==> src/rtl/ex_pkg.sv <==
// Shared definitions for the execute stage: ALU control codes, FSM states,
// the EX/MEM register layout and the single-cycle ALU function.
package ex_pkg;

  localparam logic [3:0] ALU_ADD = 4'b0010;
  localparam logic [3:0] ALU_SUB = 4'b0110;
  localparam logic [3:0] ALU_AND = 4'b0000;
  localparam logic [3:0] ALU_OR  = 4'b0001;
  localparam logic [3:0] ALU_MUL = 4'b1111;

  typedef enum logic {
    IDLE = 1'b0,
    BUSY = 1'b1
  } state_t;

  typedef struct packed {
    logic [31:0] result;
    logic [31:0] simm;
    logic [4:0]  rd_addr;
    logic [1:0]  mem;
    logic        wb;
  } ex_mem_t;

  localparam ex_mem_t EX_MEM_BUBBLE = '0;

  // Unknown codes (including MUL, which is handled elsewhere) yield zero.
  function automatic logic [31:0] alu_op(input logic [3:0] ctrl,
                                         input logic [31:0] a,
                                         input logic [31:0] b);
    logic [31:0] r;
    case (ctrl)
      ALU_ADD: r = a + b;
      ALU_SUB: r = a - b;
      ALU_AND: r = a & b;
      ALU_OR:  r = a | b;
      default: r = '0;
    endcase
    return r;
  endfunction

endpackage

==> src/rtl/ex_mem_stage_seq_mul.sv <==
// Iterative shift-add multiplier consuming BITS_PER_CYCLE multiplier bits per step.
// Early termination on an exhausted multiplier is enabled by EX_MUL_ZERO_SKIP_EN.
module seq_mul
  import ex_pkg::*;
#(
  parameter int BITS_PER_CYCLE = 1
) (
  input  logic        clk_i,
  input  logic        rst_i,
  input  logic        start,
  input  logic        run,
  input  logic [31:0] a,
  input  logic [31:0] b,
  output logic        last,
  output logic [31:0] product
);

  localparam int N  = 32 / BITS_PER_CYCLE;
  localparam int CW = $clog2(N);

  logic [31:0]   mcand_reg;
  logic [31:0]   mplier_reg;
  logic [31:0]   acc_reg;
  logic [CW-1:0] count_reg;
  logic [31:0]   mplier_shift;
  logic [31:0]   partial;
  logic [31:0]   term [BITS_PER_CYCLE];

  // One shifted copy of the multiplicand per multiplier bit consumed this step.
  genvar gi;
  generate
    for (gi = 0; gi < BITS_PER_CYCLE; gi++) begin : g_term
      assign term[gi] = mplier_reg[gi] ? (mcand_reg << gi) : 32'd0;
    end
  endgenerate

  always_comb begin
    partial = '0;
    for (int i = 0; i < BITS_PER_CYCLE; i++) begin
      partial = partial + term[i];
    end
  end

  assign product      = acc_reg + partial;
  assign mplier_shift = mplier_reg >> BITS_PER_CYCLE;

`ifdef EX_MUL_ZERO_SKIP_EN
  assign last = (count_reg == CW'(N - 1)) || (mplier_shift == 32'd0);
`else
  assign last = (count_reg == CW'(N - 1));
`endif

  always_ff @(posedge clk_i or negedge rst_i) begin
    if (!rst_i) begin
      mcand_reg  <= '0;
      mplier_reg <= '0;
      acc_reg    <= '0;
      count_reg  <= '0;
    end else if (start) begin
      mcand_reg  <= a;
      mplier_reg <= b;
      acc_reg    <= '0;
      count_reg  <= '0;
    end else if (run) begin
      acc_reg    <= product;
      mcand_reg  <= mcand_reg << BITS_PER_CYCLE;
      mplier_reg <= mplier_shift;
      count_reg  <= count_reg + 1'b1;
    end
  end

endmodule

==> src/rtl/ex_mem_stage.sv <==
// Execute stage and EX/MEM register: single-cycle ALU plus a stalling iterative MUL.
// Define EX_MUL_ZERO_SKIP_EN to let the multiplier finish early.
module ex_mem_stage
  import ex_pkg::*;
#(
  parameter int BITS_PER_CYCLE = 1
) (
  input  logic        clk_i,
  input  logic        rst_i,
  input  logic [31:0] val1_i,
  input  logic [31:0] val2_i,
  input  logic [3:0]  ALUCtrl_i,
  input  logic [31:0] Simm_i,
  input  logic [4:0]  rd_addr_i,
  input  logic [1:0]  Mem_i,
  input  logic        WB_i,
  output logic        stall_o,
  output logic [31:0] result_o,
  output logic [31:0] Simm_o,
  output logic [4:0]  rd_addr_o,
  output logic [1:0]  Mem_o,
  output logic        WB_o
);

  state_t      state_reg, state_next;
  ex_mem_t     ex_mem_reg, ex_mem_next;
  ex_mem_t     ctl_reg;
  logic        stall;
  logic        mul_start;
  logic        mul_run;
  logic        mul_last;
  logic [31:0] mul_product;

  seq_mul #(
    .BITS_PER_CYCLE(BITS_PER_CYCLE)
  ) u_seq_mul (
    .clk_i  (clk_i),
    .rst_i  (rst_i),
    .start  (mul_start),
    .run    (mul_run),
    .a      (val1_i),
    .b      (val2_i),
    .last   (mul_last),
    .product(mul_product)
  );

  always_comb begin
    state_next  = state_reg;
    ex_mem_next = EX_MEM_BUBBLE;
    stall       = 1'b0;
    mul_start   = 1'b0;
    mul_run     = 1'b0;
    case (state_reg)
      IDLE: begin
        if (ALUCtrl_i == ALU_MUL) begin
          stall      = 1'b1;
          mul_start  = 1'b1;
          state_next = BUSY;
        end else begin
          ex_mem_next = '{result:  alu_op(ALUCtrl_i, val1_i, val2_i),
                          simm:    Simm_i,
                          rd_addr: rd_addr_i,
                          mem:     Mem_i,
                          wb:      WB_i};
        end
      end
      BUSY: begin
        // ID/EX still holds the MUL here; its fields are deliberately ignored.
        mul_run = 1'b1;
        stall   = !mul_last;
        if (mul_last) begin
          ex_mem_next        = ctl_reg;
          ex_mem_next.result = mul_product;
          state_next         = IDLE;
        end
      end
      default: state_next = IDLE;
    endcase
  end

  always_ff @(posedge clk_i or negedge rst_i) begin
    if (!rst_i) begin
      state_reg  <= IDLE;
      ex_mem_reg <= EX_MEM_BUBBLE;
      ctl_reg    <= EX_MEM_BUBBLE;
    end else begin
      state_reg  <= state_next;
      ex_mem_reg <= ex_mem_next;
      if (mul_start) begin
        ctl_reg <= '{result: 32'd0, simm: Simm_i, rd_addr: rd_addr_i,
                     mem: Mem_i, wb: WB_i};
      end
    end
  end

  // Reset forces stall low even though the ID/EX latch may still show a MUL.
  assign stall_o   = stall & rst_i;
  assign result_o  = ex_mem_reg.result;
  assign Simm_o    = ex_mem_reg.simm;
  assign rd_addr_o = ex_mem_reg.rd_addr;
  assign Mem_o     = ex_mem_reg.mem;
  assign WB_o      = ex_mem_reg.wb;

endmodule
==> config.mk <==
export PLATFORM = sky130hd
export DESIGN_NAME = ex_mem_stage
export DESIGN_NICKNAME = d
export VERILOG_FILES = /design/src/rtl/ex_pkg.sv /design/src/rtl/ex_mem_stage_seq_mul.sv /design/src/rtl/ex_mem_stage.sv
export SDC_FILE = /design/constraint.sdc
export NUM_CORES = 1
export LEC_CHECK = 0
export CORE_MARGIN = 10
export CORE_UTILIZATION = 50
export CTS_BUF_LIST = sky130_fd_sc_hd__clkbuf_4
export CTS_CLUSTER_DIAMETER = 150
export DETAILED_ROUTE_END_ITERATION = 16
export GPL_ROUTABILITY_DRIVEN = 0
export PLACE_DENSITY = 0.77
export RECOVER_POWER = 50
export SYNTH_ARGS = -nofsm -noshare
export SYNTH_HDL_FRONTEND = slang
export SYNTH_SLANG_ARGS = --single-unit
export TNS_END_PERCENT = 100
==> constraint.sdc <==
create_clock -name clk_i -period 3.7 [get_ports clk_i]
set_input_delay 0.74 -clock clk_i [delete_from_list [all_inputs] [get_ports clk_i]]
set_output_delay 0.74 -clock clk_i [all_outputs]
set_load 0.005 [all_outputs]
# Yosys cells after proc, flatten, opt, wreduce, memory -nomap -nowiden
# Index checks and enable logic that the tools add are counted.
# W data, S select, Z words.
[word_totals]
output_inout_bits = 73
ff_bits = 214
in_bits = 110
[classes]
n_eq_ne = 5
n_reduce_logical = 3
addsub = 4
bitwise_logic = 4
muxes = 19
[op_table]
columns = ["op", "n"]
rows = [
  ["$mux W32", 7],
  ["$mux W72", 2],
  ["$pmux W72 S2", 1],
  ["$pmux W32 S4", 1],
  ["$add A32 B32 Y32", 2],
  ["$and A32 B32 Y32", 1],
  ["$or A32 B32 Y32", 1],
  ["$sub A32 B32 Y32", 1],
  ["$mux W5", 2],
  ["$add A5 B1 Y5 const B", 1],
  ["$eq A5 B5 Y1 const B", 1],
  ["$eq A4 B1 Y1 const B", 1],
  ["$eq A4 B2 Y1 const B", 1],
  ["$eq A4 B3 Y1 const B", 1],
  ["$eq A4 B4 Y1 const B", 1],
  ["$logic_not A4 Y1", 1],
  ["$mux W1", 4],
  ["$pmux W1 S2", 2],
  ["$reduce_bool A2 Y1", 1],
  ["$and A1 B1 Y1", 1],
  ["$logic_not A1 Y1", 1],
  ["$not A1 Y1", 1],
]

# Logic depth before layout (Yosys ltp)
[depth]
ltp_word = 4
mapped_depth = 19

# Cells and area by module
# From an unflattened synthesis, not the netlist that was laid out.
[hier_totals]
cells_unflattened = 1355
area_unflattened_um2 = 13307.8
[by_module_without_submodules]
columns = ["module", "cells_per_inst", "seq_area_each_um2", "area_each_um2", "n_inst"]
rows = [
  ["ex_mem_stage", 690, 2827.7, 6955.4, 1],
  ["seq_mul", 665, 2527.4, 6352.3, 1],
]

# Least setup slack after synthesis
# No wires, ideal clock.
[synth_timing]
kind = "input port to flip-flop"
from = "in val2_i[0]"
to = "reg ex_mem_reg, in the netlist result_o[31]"
arrival_time_ns = 4.158
required_time_ns = 3.563
cell_stages = 18
setup_ns = 0.137
slack_ns = -0.595
path_buffers = 1
cell_sequence = "inv_1 ha_1 nand2b_1 or4_1 nor2_1 nand2_1 o31a_1 xnor2_1 ha_1 buf_6 a21o_1 a21o_1 a2111oi_4 o22a_1 a21bo_4 o41ai_4 xnor2_1 o221ai_2"
[synth_lines]
columns = ["element", "line_no", "source"]
rows = [
  ["start: declaration", "ex_mem_stage.sv:11", "input logic [31:0] val2_i,"],
  ["end signal: assignment", "ex_mem_stage.sv:88", "ex_mem_reg <= ex_mem_next;"],
  ["end: declaration", "ex_mem_stage.sv:26", "ex_mem_t ex_mem_reg, ex_mem_next;"],
]

==> impl_metrics.ini <==
[floorplan]
pin_count = 183
die_area_um2 = 32400
start_util_pct = 50.8
die_x_um = 180
die_y_um = 180
design.core.area_um2 = 25200
rows = 58

[layout]
finalNonFillerCells = 1990
area.growth.synth_to_final_pct = 32.8
multi_input_comb_area_um2 = 7060
nFillCells = 1921
fin_util_pct = 67.5
nNetsFinal = 1793
largest_reg_flops = 40
drive_above_1_share_pct = 21.4
register_area_um2 = 5360

[setup_path]
crit_path_max_fanout = 4
critPathArrivalTime_ns = 4.21
reg2regPathDepth = 11
worstSetupStartpointType = input port
worst_ep_required_time_ns = 4.24
setup.worst_path.end_class = flop
criticalPathCategory = in -> reg

[synth]
ys_seq_elements = 214
synthArstFlopShare_pct = 100
synth_ff_type = dfrtp_1
ys_seq_area_share_pct = 41.8
avgSynthCellArea_um2 = 9.95
yosys.cell_types.count = 74
synth-edff-count = 0
synthCells = 1287
synth_fp_nets = 1466
syn-cell-area_um2 = 12800
yosys_warnings = 0

[pwr]
p_sw_share_pct = 34.8
internal_power_w = 0.00577
p_per_area_nw_per_um2 = 520
p_leak_nw = 8.31
seq_power_share_pct = 38.7
ir_drop_mv = 0.500
power_switching_w = 0.00307
p_clk_share_pct = 25.7
comb_power_share_pct = 35.7

[timing]
fin_hold_ws_ns = 0.394
setup_tns_ns = 0
setup_viol = 0
relSlewSlack_pct = -24.3
slew_viol_final = 357
max_freq_mhz = 272
worst_slew_pin_slew_ns = 1.86
final.setup_skew_ns = 0.0450
finalHoldViolCount = 0
fin_ws_ns = 0.0268
finalCritPeriodShare_pct = 99.3
timing.final.crit_period_ns = 3.67

[grt]
grt_pass1_vias = 11700
antenna_found_initial = 1
grt_pass1_wl_mm = 62.5
grt_usage_pct = 23.3
overflow = 0
grt_start_max_net_pins = 141

[clock_network]
cts-root-buf = clkbuf_4
clock_latency_ns = 0.71
htreeDepth = 2
cts.sinks = 214
cts_buffers = 58
clockBufferDepth = 3
cts_tree = done
cts.clk_slew.worst_paths_ns = 0.07

[hold_path]
min_path_type = in -> reg
holdPathStages = 4

[route]
viasPerCell = 6.01
wl_per_cell_um = 20.3
routed_wl_mm = 40.4
drt_first_iter_violations = 1467
dr.pass1.iters = 8
vias = 11961
antenna_left = 0
drcViolationCount = 0

[place]
dp_slack_ns = -1.04
dp_hpwl_mm = 29.1
dp.cells = 1865
io_buffers = 182

[job]
max_cap_viol_count = 3

[run_status]
status = finished with violations
violations = capacitance limit, slew limit
per-layer routing:
metal / global-route usage (%) / vias up / wire (um)
li1: - / 5512 / -
met1: 28.8 / 5778 / 15900
met2: 38.0 / 577 / 18800
met3: 6.49 / 94 / 4500
met4: 9.09 / 0 / 1250
met5: 0 / - / 0
power groups by stage:
| stage | logic [W] | registers [W] | clock network [W] |
|---|---|---|---|
| floorplan | 0.00195 | 0.00332 | 0 |
| global placement | 0.00300 | 0.00341 | 0 |
| detailed placement | 0.00311 | 0.00344 | 0 |
| finish | 0.00315 | 0.00342 | 0.00227 |
| global route | 0.00342 | 0.00349 | 0.00246 |
| CTS | 0.00313 | 0.00341 | 0.00234 |
area by class of cell:
| class | instances | area share, % |
|---|---|---|
| antenna | 1 | 0.0147 |
| clock buffer | 85 | 3.75 |
| clock inverter | 20 | 0.986 |
| inverter | 80 | 1.77 |
| multi-input combinational | 910 | 41.5 |
| sequential | 214 | 31.5 |
| tap | 330 | 2.43 |
| timing repair buffer | 350 | 18.0 |
cell families after synthesis:
logic type,synth area share (%)
mux,3.76
fa+ha+maj,8.89
xor+xnor,5.68
buf+inv,4.85
compound gates,24.4
flops,41.8
simple gates,10.6
timing repair:
action	CTS	global route
setup endpoints to repair	9	9
gates resized for setup	60	21
pin swaps	27	33
endpoints found under the hold margin	38	0
setup buffers	11	7
cloned	0	0
hold buffers	1	0
final timing paths:
kind / start / end / slack [ns]
max: val2_i[12] / result_o[31] / 0.03
min: val2_i[0] / u_seq_mul.mplier_reg[0] / 0.39
max reg2reg: u_seq_mul.mplier_reg[0] / result_o[30] / 0.09
min reg2reg: ctl_reg[23] / Simm_o[15] / 0.49
max in group asynchronous: rst_i / ctl_reg[4] / 1.15
min in group asynchronous: rst_i / u_seq_mul.mcand_reg[23] / 0.50
placed cells by master (no fill, tap or decap), types with 9 or more instances in the layout:
| cell | n |
|---|---|
| a21o_1 | 25 |
| a31oi_1 | 9 |
| o211ai_1 | 10 |
| a222oi_1 | 63 |
| nand3_1 | 10 |
| a22oi_1 | 23 |
| clkdlybuf4s50_1 | 167 |
| xor2_1 | 42 |
| o21ai_1 | 25 |
| dfrtp_1 | 214 |
| nor2_1 | 58 |
| inv_1 | 78 |
| xnor2_1 | 41 |
| nor3_1 | 13 |
| and3_1 | 12 |
| a21oi_1 | 58 |
| o21a_1 | 9 |
| buf_4 | 155 |
| nand2_1 | 84 |
| and2_1 | 35 |
| ha_1 | 65 |
| nand2b_1 | 9 |
| a22o_1 | 70 |
| maj3_1 | 26 |
| nand4_1 | 12 |
| clkinv_1 | 12 |
| o21ai_0 | 47 |
| mux2_2 | 41 |
| clkbuf_4 | 87 |
through the flow:
step | cell area [um2] | total power [W]
final | 17000 | 0.00884
after global routing | 17000 | 0.00937
after CTS | 16900 | 0.00888
after detailed placement | 15900 | 0.00655
after global placement | 15900 | 0.00641
after floorplan | 12900 | 0.00527
critical path: stages:
cell	delay [ns]
clkdlybuf4s50_1	0.54
or4_4	0.60
o31a_1	0.32
xnor2_1	0.14
ha_1	0.32
a21o_1	0.19
a21o_1	0.19
a2111oi_4	0.29
o22a_1	0.17
a21bo_4	0.25
o41ai_4	0.21
xnor2_1	0.17
o221ai_2	0.10
cells in the mapped netlist, types with 26 or more instances:
library cell / count / area, um2
ha_1: 67 / 838
dfrtp_1: 214 / 5360
a222oi_1: 63 / 631
inv_1: 80 / 300
xnor2_1: 41 / 359
clkbuf_1: 75 / 282
xor2_1: 42 / 368
mux2_2: 41 / 462
a22o_1: 70 / 613
maj3_1: 26 / 260
a21oi_1: 61 / 305
and2_1: 37 / 231
nor2_1: 60 / 225
nand2_1: 86 / 323
o21ai_1: 26 / 130
o21ai_0: 50 / 250
Power figures use the tool's default switching activity.
